## src/rtl/stream_arbiter_2.sv

```systemverilog
// Two-input round-robin stream arbiter with bounded bursts and one output register.
// Optional STREAM_ARB_TAG_EN adds out_src, the source index of the held beat.
module stream_arbiter_2 #(
  parameter int unsigned N     = 8,
  parameter int unsigned BURST = 4
) (
  input  logic         clk,
  input  logic         rst,
  input  logic         in0_valid,
  output logic         in0_ready,
  input  logic [N-1:0] in0_data,
  input  logic         in1_valid,
  output logic         in1_ready,
  input  logic [N-1:0] in1_data,
  output logic         out_valid,
  input  logic         out_ready,
  output logic [N-1:0] out_data,
  output logic [1:0]   grant
`ifdef STREAM_ARB_TAG_EN
  ,
  output logic         out_src
`endif
);

  localparam int unsigned CW = $clog2(BURST + 1);

  typedef enum logic [1:0] {
    S_IDLE = 2'd0,
    S_G0   = 2'd1,
    S_G1   = 2'd2
  } state_t;

  state_t          r_state;
  state_t          w_state_nxt;
  logic            r_rr;
  logic            w_rr_nxt;
  logic [CW-1:0]   r_cnt;
  logic [CW-1:0]   w_cnt_nxt;
  logic            r_out_valid;
  logic [N-1:0]    r_out_data;
  logic            w_room;
  logic            w_acc0;
  logic            w_acc1;
  logic            w_last;

  // Output register can take a beat when empty or draining this edge.
  assign w_room    = !r_out_valid || out_ready;
  assign in0_ready = (r_state == S_G0) && w_room;
  assign in1_ready = (r_state == S_G1) && w_room;
  assign w_acc0    = in0_valid && in0_ready;
  assign w_acc1    = in1_valid && in1_ready;
  assign w_last    = (r_cnt == CW'(BURST - 1));

  assign out_valid = r_out_valid;
  assign out_data  = r_out_data;
  assign grant     = {r_state == S_G1, r_state == S_G0};

  always_ff @(posedge clk or posedge rst) begin
    if (rst) begin
      r_state <= S_IDLE;
      r_rr    <= 1'b0;
      r_cnt   <= '0;
    end else begin
      r_state <= w_state_nxt;
      r_rr    <= w_rr_nxt;
      r_cnt   <= w_cnt_nxt;
    end
  end

  always_comb begin
    w_state_nxt = r_state;
    w_rr_nxt    = r_rr;
    w_cnt_nxt   = r_cnt;
    case (r_state)
      S_IDLE: begin
        w_cnt_nxt = '0;
        if (in0_valid && (!in1_valid || !r_rr)) begin
          w_state_nxt = S_G0;
        end else if (in1_valid) begin
          w_state_nxt = S_G1;
        end
      end
      S_G0: begin
        if (w_acc0) begin
          w_cnt_nxt = r_cnt + CW'(1);
        end
        if (!in0_valid || (w_acc0 && w_last)) begin
          w_state_nxt = S_IDLE;
          w_rr_nxt    = 1'b1;
        end
      end
      S_G1: begin
        if (w_acc1) begin
          w_cnt_nxt = r_cnt + CW'(1);
        end
        if (!in1_valid || (w_acc1 && w_last)) begin
          w_state_nxt = S_IDLE;
          w_rr_nxt    = 1'b0;
        end
      end
      default: begin
        w_state_nxt = S_IDLE;
      end
    endcase
  end

  // Load on accept; a drain without a load empties the register.
  always_ff @(posedge clk or posedge rst) begin
    if (rst) begin
      r_out_valid <= 1'b0;
      r_out_data  <= '0;
    end else if (w_acc0 || w_acc1) begin
      r_out_valid <= 1'b1;
      r_out_data  <= w_acc1 ? in1_data : in0_data;
    end else if (out_ready) begin
      r_out_valid <= 1'b0;
    end
  end

`ifdef STREAM_ARB_TAG_EN
  logic r_out_src;
  assign out_src = r_out_src;

  always_ff @(posedge clk or posedge rst) begin
    if (rst) begin
      r_out_src <= 1'b0;
    end else if (w_acc0 || w_acc1) begin
      r_out_src <= w_acc1;
    end
  end
`endif

endmodule

```

## config.mk

```make
export PLATFORM = sky130hd
export DESIGN_NAME = stream_arbiter_2
export DESIGN_NICKNAME = d
export VERILOG_FILES = /design/src/rtl/stream_arbiter_2.sv
export SDC_FILE = /design/constraint.sdc
export NUM_CORES = 1
export LEC_CHECK = 0
export CORE_MARGIN = 2
export CORE_UTILIZATION = 43
export CTS_BUF_LIST = sky130_fd_sc_hd__clkbuf_4
export DETAILED_ROUTE_END_ITERATION = 12
export PLACE_DENSITY_LB_ADDON = 0.15
export SYNTH_ARGS = -nofsm -noshare
export SYNTH_HDL_FRONTEND = slang
export SYNTH_SLANG_ARGS = --single-unit
export TNS_END_PERCENT = 1
```

## constraint.sdc

```tcl
create_clock -name clk -period 2.8 [get_ports clk]
set_clock_uncertainty 0.15 [all_clocks]
set_input_delay 0.56 -clock clk [delete_from_list [all_inputs] [get_ports clk]]
set_output_delay 0.56 -clock clk [all_outputs]
set_load 0.01 [all_outputs]
```

==> metrics.md, run 1 <==
| Metric | Value |
|---|---|
| Vias in the first global route | `slightly below 700` |
| Final net count | `~150` |
| Fin crit period | `~2.5 ns` |
| Core region area | `between 1500 and 2000 sq um` |
| Inserted Clock Buffers | `3` |
| Top cells by count, synth | `16 x nand2_1, 15 x dfrtp_1, 8 x o21ai_0, 8 x o221ai_1, 6 x ha_1` |
| H-tree Lvls | `1` |
| WHS Path Cells | `2` |
| R2R depth | `6` |
| Worst EP required | `between 2 and 2.5 ns` |
| Synth Cell Area | `808 sq um` |
| CTS tree | `yes` |
| Switch Pwr | `between 0.4 and 0.5 mW` |
| Ys flop type | `dfrtp_1` |
| Worst hold start | `out_data[2]$_DFFE_PP0P_` |
| Fillers | `151` |
| First-pass GRT wire length | `3250 um` |
| Yosys top cell by area | `dfrtp_1` |
| Drc violations | `0` |
| Syn nets | `around 110` |
| DRT met1 WL | `approximately 850 um` |
| Asr flop ratio synth | `100%` |
| Count leader, synth | `nand2_1` |
| Area share of the largest cell type after synthesis | `a little under half` |
| Layout cells sized above 1 | `just under 8%` |
| Final hold violation count | `0` |
| Fin area | `approximately 1200 sq um` |
| Placed instance area | `between 1000 and 1500 sq um` |
| Combinational share of power | `55.0%` |
| Clock tree buffer depth | `2` |
| Post-CTS Resized | `0` |
| RSZ-0062 raised after global routing | `no` |
| Clock-pin slew on the worst setup and hold paths | `0.10 ns` |
| Gpl congestion | `about 0.77` |
| Setup Buffers After CTS | `0` |
| Reg2reg setup slack | `0.91 ns` |
| VDD IR max | `approximately 0.00044 V` |
| Met2 WL | `981 um` |
| Max cap viols | `0` |
| DRT iter0 DRCs | `10` |
| WP data arrival | `1.82 ns` |
| Port bufs | `33` |
| Area Overhead vs Synth | `48.1%` |
| Mapped Cells | `81` |
| Total grt overflow | `0` |
| Total Routing Usage GR | `between 20 and 25%` |
| Leakage | `0.548 nW` |
| Cts hold-fix bufs | `0` |
| CP peak stage delay | `about 0.52 ns` |
| Register share of total power | `approximately a third` |
| Die Y | `47.4 um` |
| Highest Signal Layer | `met4` |
| Drt pass-1 iters | `6` |
| Die Width | `roughly 47 um` |
| Initial antenna violation count | `0` |
| Vias | `roughly 730` |
| Cell variety after synth | `23` |
| Number of flops mapped to enable cells by yosys | `0` |
| Pins Over Slew Limit | `0` |
| Net Sw Frac | `roughly two fifths` |
| Clk pwr share | `about an eighth` |
| Pin count of the biggest net entering global routing | `16` |
| CP Class | `in -> out` |
| Worst-Skew Late Latency | `between 0.2 and 0.3 ns` |
| Sink Count | `15` |
| Worst Setup End Kind | `output port` |
| Final WL | `about 2000 um` |
| Boundary pin count | `34` |
| Outcome | `finished, final reports clean` |
| Final setup violating endpoints | `0` |
| Layout Utilization | `between 60% and 70%` |
| Setup ws final | `about 0.27 ns` |
| Place WS | `0.274 ns` |
| Total number of yosys warnings | `0` |
| Total Power | `roughly 1.1 mW` |
| FF-to-FF Start | `r_state[0]$_DFFE_PP0P_` |
| Syn_area_per_cell | `9.98 sq um` |
| Diodes inserted | `0` |
| Top post-synthesis cells by area | `dfrtp_1 46%, ha_1 9.3%, o221ai_1 8.7%` |
| Routed wire per std cell | `between 10 and 15 um` |
| CP Max Fanout | `6` |
| Highest Clock Rate | `0.395 GHz` |
| Die area | `around 2200 sq um` |
| Internal Power | `0.681 mW` |
| Most common cell on crit path | `clkdlybuf4s50_1` |
| Post-DP HPWL | `1490 um` |
| FP Rows | `15` |
| Met3 wire len | `roughly 84 um` |
| Sequential element share of the synthesized area | `around 46%` |
| WHS Endpoint | `out_data[2]$_DFFE_PP0P_` |
| Critical path, cell by cell | `clkdlybuf4s50_1, nand2b_4, and2_1, clkdlybuf4s50_1` |
| Final Cycle Share | `around 90%` |
| Startpoint Class | `input port` |
| Worst R2R End | `out_data[3]$_DFFE_PP0P_` |
| Yosys reg bits | `15` |
| CTS root buf | `clkbuf_4` |
| Initial core utilization | `46.3%` |
| Worst path slowest cell | `clkdlybuf4s50_1` |
| Rel. slew slack | `roughly 62%` |
| PD cells | `roughly 920 nW/um^2` |
| Setup TNS | `0 ns` |
| Vias per cell | `a little over 5` |
| Worst hold path class | `reg -> reg` |
| Slew @ Worst Pin | `0.567 ns` |
| Post-DRT Antenna Nets | `0` |
[routing by layer]
metal,track usage (%),vias up
li1,-,361
met1,29.0,343
met2,33.2,23
met3,3.46,6
met4,10.6,0
met5,0,-
[sequential cells by signal, indices dropped and copies added, names as in the netlist]
name and count:
out_data 8, r_cnt 3, r_state 2, out_valid 1, r_rr 1
[cells by family after synthesis]
group | share of synthesized area [%]
flops | 46.4
mux | 5.57
simple gates | 15.9
buf+inv | 3.25
fa+ha+maj | 9.29
compound gates | 19.5
[critical path, delay by kind of cell]
| kind | cells | cell delay, ns |
|---|---|---|
| AND/OR/NAND/NOR | 2 | 0.27 |
| buffers and inverters | 2 | 0.99 |
[layout by cell type, fill, tap and decap left out, drive strengths merged]
master / count
o221ai: 8
nand2: 16
inv: 5
dfrtp: 15
a21o: 1
nor2b: 1
clkdlybuf4s50: 33
nor2: 3
buf: 1
nand4: 1
ha: 6
clkbuf: 3
o21ai: 9
and2: 2
a22oi: 1
a21oi: 2
clkinv: 1
a221o: 1
a21boi: 1
and2b: 1
mux2i: 3
nand2b: 2
mux2: 1
[how the worst max path moves through the flow]
stage | to | from | slack (ns) | cells past startpoint
floorplan | r_cnt[0]$_DFFE_PP0P_ | out_ready | 1.10 | 4
CTS | in0_ready | out_ready | 0.26 | 4
finish | in0_ready | out_ready | 0.27 | 4
detailed placement | in0_ready | out_ready | 0.27 | 4
global route | in1_ready | out_ready | 0.22 | 4
global placement | in0_ready | out_ready | 0.27 | 4
[stage by stage]
stage	hold WS (ns)	std cells
detailed placement	0.333	138
floorplan	0.311	81
CTS	0.360	142
global placement	0.327	138
global route	0.390	142
finish	0.355	142
[layout make-up]
| type | count | area, sq um | share of cell area (%) |
|---|---|---|---|
| sequential | 15 | 375 | 31.3 |
| tap | 25 | 31.3 | 2.61 |
| multi-input combinational | 59 | 407 | 34.0 |
| clock inverter | 1 | 5.00 | 0.418 |
| inverter | 5 | 18.8 | 1.57 |
| timing repair buffer | 34 | 338 | 28.2 |
| clock buffer | 3 | 22.5 | 1.88 |
[power groups by stage]
| stage | Combinational, mW | Clock (mW) | Sequential (mW) |
|---|---|---|---|
| 2_1_floorplan | 0.310 | 0 | 0.392 |
| 3_3_place_gp | 0.587 | 0 | 0.364 |
| 3_5_place_dp | 0.608 | 0 | 0.368 |
| 4_1_cts | 0.610 | 0.136 | 0.364 |
| 5_1_grt | 0.671 | 0.151 | 0.374 |
| 6_report | 0.605 | 0.133 | 0.362 |
Power figures use the tool's default switching activity.
==> run 2, diff against run 1 <==
Settings changed: CORE_UTILIZATION 43 to 39, RECOVER_POWER from default to 100.
Clock period 2.8 ns to 2.2 ns, I/O delays scaled along.
==> run 2 against run 1 <==
  * Non-clock buffer count rose by 4
  * Combinational power rose by 25%
  * Cell count rose by 4.2%
  * Flip-flop and latch count did not move
  * Core utilization fell by 5.7 points
  * Sequential power rose by 28%
  * Setup slack got worse by 0.17 ns
  * Sequential share of layout area fell by 0.92 points
  * Worst hold slack got worse by 0.0079 ns
  * Register-to-register slack got worse by 0.56 ns
  * Wire length fell by 4.8%
  * Critical path type is now reg -> out
  * Largest cell class unchanged
==> metrics.md, run 2 (same netlist as run 1, synthesis figures left out) <==
| Metric | Value |
|---|---|
| Largest register FFs | `8 (unchanged)` |
| Initial core utilization | `41.2% (-5.1 points)` |
| Worst-Skew Late Latency | `0.28 ns (about the same)` |
| RSZ-0062 raised after global routing | `no` |
| Sink Count | `15 (unchanged)` |
| Slew @ Worst Pin | `0.572 ns (+0.00522 ns)` |
| Drc violations | `0 (unchanged)` |
| Initial antenna violation count | `0 (unchanged)` |
| Rel. slew slack | `61.8% (-0.35 points)` |
| First-pass GRT wire length | `3350 um (+3.0%)` |
| Final Instance Count excl. Fillers | `148 (+4.2%)` |
| Worst path slowest cell | `clkdlybuf4s50_1` |
| Pin count of the biggest net entering global routing | `16 (unchanged)` |
| CP peak stage delay | `0.54 ns (+0.02 ns)` |
| Vias in the first global route | `776 (+14%)` |
| Most common cell after layout, fill and taps aside | `clkdlybuf4s50_1` |
| Vias per cell | `5.11 (-0.91%)` |
| Worst EP required | `1.61 ns (-0.48 ns)` |
| Post-DP HPWL | `1440 um (-3.6%)` |
| Leakage | `0.568 nW (+3.7%)` |
| Final hold violation count | `0 (unchanged)` |
| Boundary pin count | `34 (unchanged)` |
| Final Cycle Share | `a little over nine tenths` |
| Most frequent cells in the layout | `19 x clkdlybuf4s50_1, 16 x nand2_1, 15 x dfrtp_1` |
| Die Width | `49.5 um (+4.6%)` |
| Critical path, cell by cell | `inv_2, ha_4, clkdlybuf4s50_1` |
| Startpoint Class | `flip-flop` |
| Critical path's top delay family | `buffers and inverters` |
| CTS root buf | `clkbuf_4` |
| Die area | `2450 sq um (+9.4%)` |
| Port bufs | `33 (unchanged)` |
| Gpl congestion | `0.778 (+1.1%)` |
| Final net count | `149 (+2.8%)` |
| Layout cells sized above 1 | `10.7% (+3.1 points)` |
| Max cap viols | `0 (unchanged)` |
| Post-DRT Antenna Nets | `0 (unchanged)` |
| Layout Utilization | `62.9% (-5.7 points)` |
| Highest Clock Rate | `approximately 0.48 GHz` |
| Diodes inserted | `0 (unchanged)` |
| CTS tree | `yes` |
| Placed insts | `144 (+4.3%)` |
| Vias | `757 (+3.3%)` |
| VDD IR max | `0.000561 V (+28%)` |
| Final setup violating endpoints | `0 (unchanged)` |
| Clock tree buffer depth | `2 (unchanged)` |
| CP Class | `reg -> out` |
| Area Overhead vs Synth | `52.6%` |
| Die Y | `49.5 um (+4.6%)` |
| WP buf/inv | `2 (unchanged)` |
| Worst Setup End Kind | `output port` |
| Drt pass-1 iters | `4 (-2)` |
| Pins Over Slew Limit | `0 (unchanged)` |
| Inserted Clock Buffers | `3 (unchanged)` |
| PD cells | `1120 nW/um^2 (+21%)` |
| Routed wire per std cell | `12.6 um (-8.7%)` |
| H-tree Lvls | `1 (unchanged)` |
| FP Rows | `16 (+1)` |
| WP data arrival | `1.51 ns (-0.31 ns)` |
| CP Max Fanout | `5 (-1)` |
| Total Routing Usage GR | `17.5% (-4.0 points)` |
| Core region area | `1960 sq um (+12%)` |
| DRT iter0 DRCs | `8 (-2)` |
| Clock-pin slew on the worst setup and hold paths | `0.09 ns (about the same)` |
| Outcome | `finished, final reports clean` |
| Fin crit period | `roughly 2.1 ns` |
| Final WL | `1870 um (-4.8%)` |
| Total grt overflow | `0 (unchanged)` |
| Worst hold path class | `reg -> reg` |
| Reg2reg setup slack | `0.35 ns (-0.56 ns)` |
==> run 2: cell types whose count changed in the layout (fill, tap and decap cells not counted), sizes merged <==
cell and change:
clkdlybuf4s25 +1, dlygate4sd2 +2, clkdlybuf4s50 -14, dlygate4sd3 +11
buf +1, clkbuf +3
==> run 2: cell type report <==
cell class / instances / area, sq um
clock inverter: 1 / 5.00
timing repair buffer: 38 / 354
fill: 178 / 728
clock buffer: 3 / 22.5
multi-input combinational: 59 / 424
sequential: 15 / 375
inverter: 5 / 18.8
tap: 27 / 33.8
==> run 2: tightest hold or removal path, cell delays in order, from the launching register on <==
cell	delay, ns
dfrtp_1	0.34
o21ai_0	0.07
nand2_1	0.06
==> run 2: final timing paths <==
check / from / end / cells after the start
max: r_state[1]$_DFFE_PP0P_ / grant[0] / 3
min: out_data[3]$_DFFE_PP0P_ / out_data[3]$_DFFE_PP0P_ / 2
max reg2reg: r_state[0]$_DFFE_PP0P_ / r_state[1]$_DFFE_PP0P_ / 6
min reg2reg: out_data[3]$_DFFE_PP0P_ / out_data[3]$_DFFE_PP0P_ / 2
max in group asynchronous: rst / r_state[1]$_DFFE_PP0P_ / 2
min in group asynchronous: rst / r_cnt[0]$_DFFE_PP0P_ / 2
==> run 2: metal layers <==
metal / routed length [um] / up-vias / GRT usage, %
li1: - / 369 / -
met1: 826 / 359 / 20.7
met2: 908 / 25 / 30.2
met3: 99 / 4 / 3.33
met4: 34 / 0 / 8.33
met5: 0 / - / 0
==> run 2: stage by stage <==
step | power [mW] | setup slack (ns) | instance area (sq um) | setup TNS (ns) | hold slack, ns
after floorplan | 0.894 | 0.529 | 808 | 0 | 0.191
after global placement | 1.25 | -0.0700 | 1200 | -0.138 | 0.329
after detailed placement | 1.27 | -0.0840 | 1200 | -0.157 | 0.335
after CTS | 1.46 | 0.0357 | 1250 | 0 | 0.359
after global routing | 1.49 | 0.0446 | 1230 | 0 | 0.380
final | 1.38 | 0.0992 | 1230 | 0 | 0.347
==> run 2: where the power goes <==
group          switching [mW]  leakage (nW)  internal (mW)
Combinational           0.373         0.360          0.383
Clock                  0.0898        0.0177         0.0676
Sequential             0.0675         0.190          0.396
==> run 2: timing repair <==
| action | CTS | global route |
|---|---|---|
| cloned | 0 | 0 |
| buffers inserted | 0 | 0 |
| endpoints found under the setup margin | 4 | 2 |
| gates resized for setup | 7 | 2 |
| hold buffers | 0 | 0 |
